`src/rtl/ext_int_if.sv`:
```
// Register/handshake bundle of the external interrupt unit.
// master: register writer + core (writes, ack); slave: ext_int_ctrl.
interface ext_int_if;
  logic       mcucr_we;
  logic [3:0] mcucr_wdata;
  logic       isc2_we;
  logic       isc2_wdata;
  logic       gicr_we;
  logic [2:0] gicr_wdata;
  logic       gifr_we;
  logic [2:0] gifr_wdata;
  logic       irq_ack;
  logic [3:0] mcucr_q;
  logic       isc2_q;
  logic [2:0] gicr_q;
  logic [2:0] gifr_q;
  logic       irq_req;
  logic [1:0] irq_vector;

  modport master (
    output mcucr_we, mcucr_wdata,
    output isc2_we, isc2_wdata,
    output gicr_we, gicr_wdata,
    output gifr_we, gifr_wdata,
    output irq_ack,
    input  mcucr_q, isc2_q, gicr_q,
    input  gifr_q, irq_req, irq_vector
  );

  modport slave (
    input  mcucr_we, mcucr_wdata,
    input  isc2_we, isc2_wdata,
    input  gicr_we, gicr_wdata,
    input  gifr_we, gifr_wdata,
    input  irq_ack,
    output mcucr_q, isc2_q, gicr_q,
    output gifr_q, irq_req, irq_vector
  );
endinterface

```
`src/rtl/ext_int_ctrl.sv`:
```
// External interrupt unit: INT0/INT1/INT2 sense, GICR/GIFR, prioritised req/ack.
// Ports: clk, clr_n (sync active-low), pin_int {INT2,INT1,INT0}, bus (ext_int_if.slave).
// Option: EXT_INT_FILTER_EN adds a FILTER_CYCLES glitch filter in front of the sampler.
module ext_int_ctrl #(
  parameter int FILTER_CYCLES = 4
) (
  input  logic       clk,
  input  logic       clr_n,
  input  logic [2:0] pin_int,
  ext_int_if.slave   bus
);

  if (FILTER_CYCLES < 1) begin : g_bad_cfg
    $error("FILTER_CYCLES must be at least 1");
  end

  logic [2:0] pin_src;

`ifdef EXT_INT_FILTER_EN
  localparam int CW = $clog2(FILTER_CYCLES + 1);

  logic [2:0]         filt_q, filt_d;
  logic [2:0][CW-1:0] cnt_q, cnt_d;

  // cnt counts consecutive raw samples that disagree with the
  // filtered level; any agreeing sample restarts the count.
  always_comb begin
    filt_d = filt_q;
    cnt_d  = '0;
    for (int i = 0; i < 3; i++) begin
      if (pin_int[i] != filt_q[i]) begin
        if (cnt_q[i] == CW'(FILTER_CYCLES - 1))
          filt_d[i] = pin_int[i];
        else
          cnt_d[i] = cnt_q[i] + 1'b1;
      end
    end
  end

  always_ff @(posedge clk) begin
    if (!clr_n) begin
      filt_q <= 3'b111;
      cnt_q  <= '0;
    end else begin
      filt_q <= filt_d;
      cnt_q  <= cnt_d;
    end
  end

  assign pin_src = filt_q;
`else
  assign pin_src = pin_int;
`endif

  logic [2:0] s_q, s_d, p_q, p_d;
  logic [3:0] mcucr_q, mcucr_d;
  logic       isc2_q, isc2_d;
  logic [2:0] gicr_q, gicr_d;
  logic [2:0] gifr_q, gifr_d;
  logic       irq_req_q, irq_req_d;
  logic [1:0] irq_vec_q, irq_vec_d;

  // Line-indexed views: [0]=INT0 [1]=INT1 [2]=INT2
  logic [2:0] en, flag, det, lvl, pend;
  logic [2:0] hw_clr, sw_clr, flag_n;
  logic [2:0] fall, rise, chg;
  logic [1:0][1:0] isc;
  logic       ack_take, cur_pend;
  logic [1:0] sel;

  assign en     = {gicr_q[0], gicr_q[2], gicr_q[1]};
  assign flag   = {gifr_q[0], gifr_q[2], gifr_q[1]};
  assign sw_clr = bus.gifr_we ?
                  {bus.gifr_wdata[0], bus.gifr_wdata[2],
                   bus.gifr_wdata[1]} : 3'b000;
  assign isc    = {mcucr_q[3:2], mcucr_q[1:0]};
  assign fall   = p_q & ~s_q;
  assign rise   = ~p_q & s_q;
  assign chg    = p_q ^ s_q;

  always_comb begin
    lvl = 3'b000;
    det = 3'b000;
    for (int i = 0; i < 2; i++) begin
      unique case (isc[i])
        2'b00: lvl[i] = 1'b1;
        2'b01: det[i] = chg[i];
        2'b10: det[i] = fall[i];
        2'b11: det[i] = rise[i];
      endcase
    end
    det[2] = isc2_q ? rise[2] : fall[2];
  end

  always_comb begin
    for (int i = 0; i < 3; i++)
      pend[i] = en[i] & (lvl[i] ? ~s_q[i] : flag[i]);
  end

  assign ack_take = bus.irq_ack & irq_req_q;

  always_comb begin
    hw_clr   = 3'b000;
    cur_pend = 1'b0;
    case (irq_vec_q)
      2'd1: begin
        hw_clr[0] = ack_take & ~lvl[0];
        cur_pend  = pend[0];
      end
      2'd2: begin
        hw_clr[1] = ack_take & ~lvl[1];
        cur_pend  = pend[1];
      end
      2'd3: begin
        hw_clr[2] = ack_take;
        cur_pend  = pend[2];
      end
      default: ;
    endcase
  end

  // A fresh detection in the clearing cycle keeps the flag set.
  assign flag_n = (flag & ~(hw_clr | sw_clr)) | det;

  always_comb begin
    sel = 2'd0;
    if (pend[0])      sel = 2'd1;
    else if (pend[1]) sel = 2'd2;
    else if (pend[2]) sel = 2'd3;
  end

  always_comb begin
    s_d     = pin_src;
    p_d     = s_q;
    mcucr_d = bus.mcucr_we ? bus.mcucr_wdata : mcucr_q;
    isc2_d  = bus.isc2_we  ? bus.isc2_wdata  : isc2_q;
    gicr_d  = bus.gicr_we  ? bus.gicr_wdata  : gicr_q;
    gifr_d  = {flag_n[1], flag_n[0], flag_n[2]};
    irq_req_d = irq_req_q;
    irq_vec_d = irq_vec_q;
    if (ack_take) begin
      // Drop for one cycle; the next cycle re-arbitrates.
      irq_req_d = 1'b0;
      irq_vec_d = 2'd0;
    end else if (!(irq_req_q && cur_pend)) begin
      // Vector stays frozen while its source still pends.
      irq_req_d = (sel != 2'd0);
      irq_vec_d = sel;
    end
  end

  always_ff @(posedge clk) begin
    if (!clr_n) begin
      s_q       <= 3'b111;
      p_q       <= 3'b111;
      mcucr_q   <= '0;
      isc2_q    <= 1'b0;
      gicr_q    <= '0;
      gifr_q    <= '0;
      irq_req_q <= 1'b0;
      irq_vec_q <= '0;
    end else begin
      s_q       <= s_d;
      p_q       <= p_d;
      mcucr_q   <= mcucr_d;
      isc2_q    <= isc2_d;
      gicr_q    <= gicr_d;
      gifr_q    <= gifr_d;
      irq_req_q <= irq_req_d;
      irq_vec_q <= irq_vec_d;
    end
  end

  assign bus.mcucr_q    = mcucr_q;
  assign bus.isc2_q     = isc2_q;
  assign bus.gicr_q     = gicr_q;
  assign bus.gifr_q     = gifr_q;
  assign bus.irq_req    = irq_req_q;
  assign bus.irq_vector = irq_vec_q;

endmodule

```
`src/flat_wrapper.sv`:
```
// flat-port wrapper written by rule: the top's interface ports become plain ports
module ext_int_ctrl_flat 
#(
  parameter int FILTER_CYCLES = 4
)
  (clk, clr_n, pin_int, bus_mcucr_we, bus_mcucr_wdata, bus_isc2_we, bus_isc2_wdata, bus_gicr_we, bus_gicr_wdata, bus_gifr_we, bus_gifr_wdata, bus_irq_ack, bus_mcucr_q, bus_isc2_q, bus_gicr_q, bus_gifr_q, bus_irq_req, bus_irq_vector);
  ext_int_if bus_i ();
  input  logic clk;
  input  logic clr_n;
  input  logic [2:0] pin_int;
  input wire logic [$bits(bus_i.mcucr_we)-1:0] bus_mcucr_we;
  input wire logic [$bits(bus_i.mcucr_wdata)-1:0] bus_mcucr_wdata;
  input wire logic [$bits(bus_i.isc2_we)-1:0] bus_isc2_we;
  input wire logic [$bits(bus_i.isc2_wdata)-1:0] bus_isc2_wdata;
  input wire logic [$bits(bus_i.gicr_we)-1:0] bus_gicr_we;
  input wire logic [$bits(bus_i.gicr_wdata)-1:0] bus_gicr_wdata;
  input wire logic [$bits(bus_i.gifr_we)-1:0] bus_gifr_we;
  input wire logic [$bits(bus_i.gifr_wdata)-1:0] bus_gifr_wdata;
  input wire logic [$bits(bus_i.irq_ack)-1:0] bus_irq_ack;
  output wire logic [$bits(bus_i.mcucr_q)-1:0] bus_mcucr_q;
  output wire logic [$bits(bus_i.isc2_q)-1:0] bus_isc2_q;
  output wire logic [$bits(bus_i.gicr_q)-1:0] bus_gicr_q;
  output wire logic [$bits(bus_i.gifr_q)-1:0] bus_gifr_q;
  output wire logic [$bits(bus_i.irq_req)-1:0] bus_irq_req;
  output wire logic [$bits(bus_i.irq_vector)-1:0] bus_irq_vector;
  assign bus_i.mcucr_we = bus_mcucr_we;
  assign bus_i.mcucr_wdata = bus_mcucr_wdata;
  assign bus_i.isc2_we = bus_isc2_we;
  assign bus_i.isc2_wdata = bus_isc2_wdata;
  assign bus_i.gicr_we = bus_gicr_we;
  assign bus_i.gicr_wdata = bus_gicr_wdata;
  assign bus_i.gifr_we = bus_gifr_we;
  assign bus_i.gifr_wdata = bus_gifr_wdata;
  assign bus_i.irq_ack = bus_irq_ack;
  assign bus_mcucr_q = bus_i.mcucr_q;
  assign bus_isc2_q = bus_i.isc2_q;
  assign bus_gicr_q = bus_i.gicr_q;
  assign bus_gifr_q = bus_i.gifr_q;
  assign bus_irq_req = bus_i.irq_req;
  assign bus_irq_vector = bus_i.irq_vector;
  ext_int_ctrl #(.FILTER_CYCLES(FILTER_CYCLES)) u_core (.clk(clk), .clr_n(clr_n), .pin_int(pin_int), .bus(bus_i));
endmodule
```
`config.mk`:
```
export PLATFORM = sky130hd
export DESIGN_NAME = ext_int_ctrl_flat
export DESIGN_NICKNAME = d
export VERILOG_FILES = /design/src/rtl/ext_int_if.sv /design/src/rtl/ext_int_ctrl.sv /design/src/flat_wrapper.sv
export SDC_FILE = /design/constraint.sdc
export NUM_CORES = 1
export LEC_CHECK = 0
export ABC_AREA = 0
export CAP_MARGIN = 20
export CELL_PAD_IN_SITES_DETAIL_PLACEMENT = 2
export CELL_PAD_IN_SITES_GLOBAL_PLACEMENT = 2
export CORE_ASPECT_RATIO = 1.25
export CORE_MARGIN = 2
export CORE_UTILIZATION = 26
export DETAILED_ROUTE_END_ITERATION = 8
export PLACE_DENSITY = 0.79
export SYNTH_ARGS = -nofsm -noshare
export SYNTH_HDL_FRONTEND = slang
export SYNTH_SLANG_ARGS = --single-unit
```
`constraint.sdc`:
```
create_clock -name clk -period 3.1 [get_ports clk]
set_input_delay 0.62 -clock clk [delete_from_list [all_inputs] [get_ports clk]]
set_output_delay 0.62 -clock clk [all_outputs]
set_load 0.005 [all_outputs]
```
==> summary.md <==
| Metric | Value |
|---|---|
| Routability cong. | 0.743 |
| Number of cells on the critical path | 1 |
| Ant. Diodes | 0 |
| RSZ-0062 raised after global routing | false |
| Layout cell share with drive strength beyond 1 | 6.82% |
| Post-synthesis sequential area ratio | 44.4% |
| DR vias | 852 |
| Worst Slack Setup Final | 1.13 ns |
| IO buf count | 34 |
| Required @ worst endpoint | 2.48 ns |
| Critical Path Source | u_core.bus.mcucr_q[1] |
| Post-Synth Adder-Cell Area | 5.55% |
| Cell family with most CP delay | buffers and inverters |
| Mean post-synth cell area | 9.40 um^2 |
| CTS root buf | clkbuf_8 |
| Pwr per Cell Area | 431 nW/um^2 |
| HPWL Detailed | 2120 um |
| Largest net degree at the start of global routing | 12 |
| Final ANT Viol Nets | 0 |
| Final min period | 1.97 ns |
| WHS Path Cells | 1 |
| Setup crit end | bus_mcucr_q[1] |
| Max Cap Violations | 0 |
| Reg2Reg Setup Slack | 1.58 ns |
| Reg2Reg Depth | 5 |
| Dpl ws | 1.21 ns |
| Per-cell routed wire length | 16.0 um |
| Drt pass-1 iters | 4 |
| DRC | 0 |
| Final core utilization | 41.1% |
| Hold crit path type | reg2reg |
| Fin. max-slew vios | 0 |
| Setup tns final | 0 ns |
| Largest family of logic cells by synthesized area | simple AND/OR/NAND/NOR gates |
| Multiplexer area fraction after synthesis | 8.88% |
| Core box area | 3250 um^2 |
| Highest cell delay on the worst timing path | 0.57 ns |
| Worst setup SP type | register |
| Fraction of the mapped netlist area in compound gates | 15.4% |
| Synth Area in XOR/XNOR | 0% |
| Final Hold Vio Count | 0 |
| Total CTS buffers | 3 |
| Max Fclk | 0.509 GHz |
| Synthesis warning total | 0 |
| Syn Nets | 121 |
| Synth top area cells | dfxtp_1 (44%), mux2i_1 (8.9%), ha_1 (5.5%) |
| CTS Sinks | 20 |
| Slowest-stage cell, CP | clkdlybuf4s50_1 |
| Htree depth | 1 |
| Fin crit share | 63.4% |
| Worst Skew | 0.00386 ns |
| Crit path buf inv count | 1 |
| Final wirelength | 2700 um |
| TritonCTS clock tree | done |
| Worst-margin pin slew | 0.377 ns |
| Cells after Synth | 96 |
| Top Ports | 35 |
| Die ar. | 3960 um^2 |
| Post-synthesis instance area | 902 um^2 |
| Resized cells post-CTS | 0 |
| Area delta synth->final | 48.1% |
| DRT iter0 DRCs | 25 |
| Design Area, Final | 1340 um^2 |
| Cell Rows | 23 |
| Distinct cell type count after synthesis | 28 |
| Fin nets | 158 |
| Clk buf depth | 2 |
| CTS clk-pin slew, worst paths | 0.07 ns |
| Starting Density | 27.7% |
| Post-synthesis simple-gate area fraction | 22.9% |
| Top cell type's share of synthesized area | 44.4% |
| Die H | 69.9 um |
| CP Class | reg2out |
| Maximum VDD drop | 190 uV |
| Post-CTS setup buffers | 0 |
| Hold-fix buffers, CTS | 0 |
| Leading area contributor after synthesis | dfxtp_1 |
| Worst R2R End | u_core.bus.gifr_q[1] |
| FF+latch count, synth | 20 |
| CP max FO | 8 |
| CP Capture Type | primary output |
| FF-to-FF Start | u_core.p_d[0] |
| Initial antenna violation count | 0 |
| LEAKAGE | 0.541 nW |
| Hold path startpoint | u_core.p_d[2] |
| Die Span X | 56.7 um |
| Worst-Skew Late Latency | 0.26 ns |
| Area post-placement | 1280 um^2 |
| Aggregate global routing overflow | 0 |
| Relative slew slack | 74.7% |
| Status | completed |
| CP arrival | 1.35 ns |
| Total track usage | 14.5% |
| Drt via density | 5.04 |
| Crit-path cells | clkdlybuf4s50_1 |
| First-pass GRT wire length | 4550 um |
| Vias in the first global route | 966 |
| Setup violation total in the final timing report | 0 |
cells by family (layout without fill, tap and decap cells):
| group | Yosys count | after routing |
|---|---|---|
| simple gates | 38 | 38 |
| flops | 20 | 20 |
| compound gates | 19 | 19 |
| buf+inv | 7 | 43 |
| fa+ha+maj | 4 | 4 |
| mux | 8 | 8 |
where the power goes:
part	internal, mW	switching, mW
registers	0.271	0.0190
logic	0.0575	0.0314
clock network	0.113	0.0838
cell type report:
| class | count | area (um^2) |
|---|---|---|
| clock buffer | 4 | 55.1 |
| fill | 376 | 1920 |
| inverter | 5 | 18.8 |
| multi-input combinational | 69 | 475 |
| sequential | 20 | 400 |
| tap | 37 | 46.3 |
| timing repair buffer | 34 | 340 |
metrics by stage:
stage / total power [mW] / hold slack [ns] / cells
finish: 0.575 / 0.480 / 169
global route: 0.607 / 0.519 / 169
CTS: 0.583 / 0.487 / 169
detailed placement: 0.386 / 0.466 / 165
global placement: 0.380 / 0.457 / 165
floorplan: 0.324 / 0.435 / 96
worst min-delay path by stage:
stage	endpoint	slack, ns
final	u_core.p_q[2]	0.48
after global routing	u_core.p_q[2]	0.52
after CTS	u_core.p_q[2]	0.49
after detailed placement	u_core.p_q[2]	0.47
after global placement	u_core.p_q[2]	0.46
after floorplan	u_core.p_q[2]	0.43
cells in the mapped netlist:
| cell | n |
|---|---|
| a21oi_1 | 5 |
| nand2_1 | 11 |
| ha_1 | 4 |
| nor4b_2 | 1 |
| inv_1 | 5 |
| mux2i_1 | 8 |
| nand2b_1 | 5 |
| nand3_1 | 3 |
| or2_0 | 1 |
| o211a_1 | 1 |
| or2_2 | 1 |
| nor2_1 | 11 |
| clkbuf_1 | 2 |
| nand4_1 | 2 |
| a31o_1 | 1 |
| or2_1 | 1 |
| dfxtp_1 | 20 |
| nor4b_4 | 1 |
| o22ai_1 | 1 |
| nand3b_1 | 1 |
| o311ai_0 | 2 |
| a31o_2 | 2 |
| a311oi_1 | 1 |
| o21a_1 | 1 |
| a31oi_1 | 2 |
| o22a_1 | 1 |
| a211oi_1 | 1 |
| o32ai_1 | 1 |
metal layers:
metal	up-vias	global-route usage, %	wire, um
met5	-	0	0
met4	0	4.76	14
met3	2	1.85	102
met2	21	26.6	1460
met1	416	17.0	1130
li1	413	-	-
sequential cells by signal, summed over array words and instances (netlist names):
signal and flops:
u_core.p_q 3, u_core.bus.irq_vector 2, u_core.bus.gifr_q 3, u_core.bus.irq_req 1, u_core.bus.mcucr_q 4, u_core.bus.isc2_q 1, u_core.p_d 3, u_core.bus.gicr_q 3
cells in the final DEF (no fill, tap or decap), types with 3 or more instances in the layout:
cell	n
inv_1	5
nand2b_1	5
nor2_1	11
ha_1	4
dfxtp_1	20
clkbuf_8	4
mux2i_1	8
a21oi_1	5
nand2_1	11
nand3_1	3
clkdlybuf4s50_1	34
No activity file was read; power rests on OpenSTA's default activity.
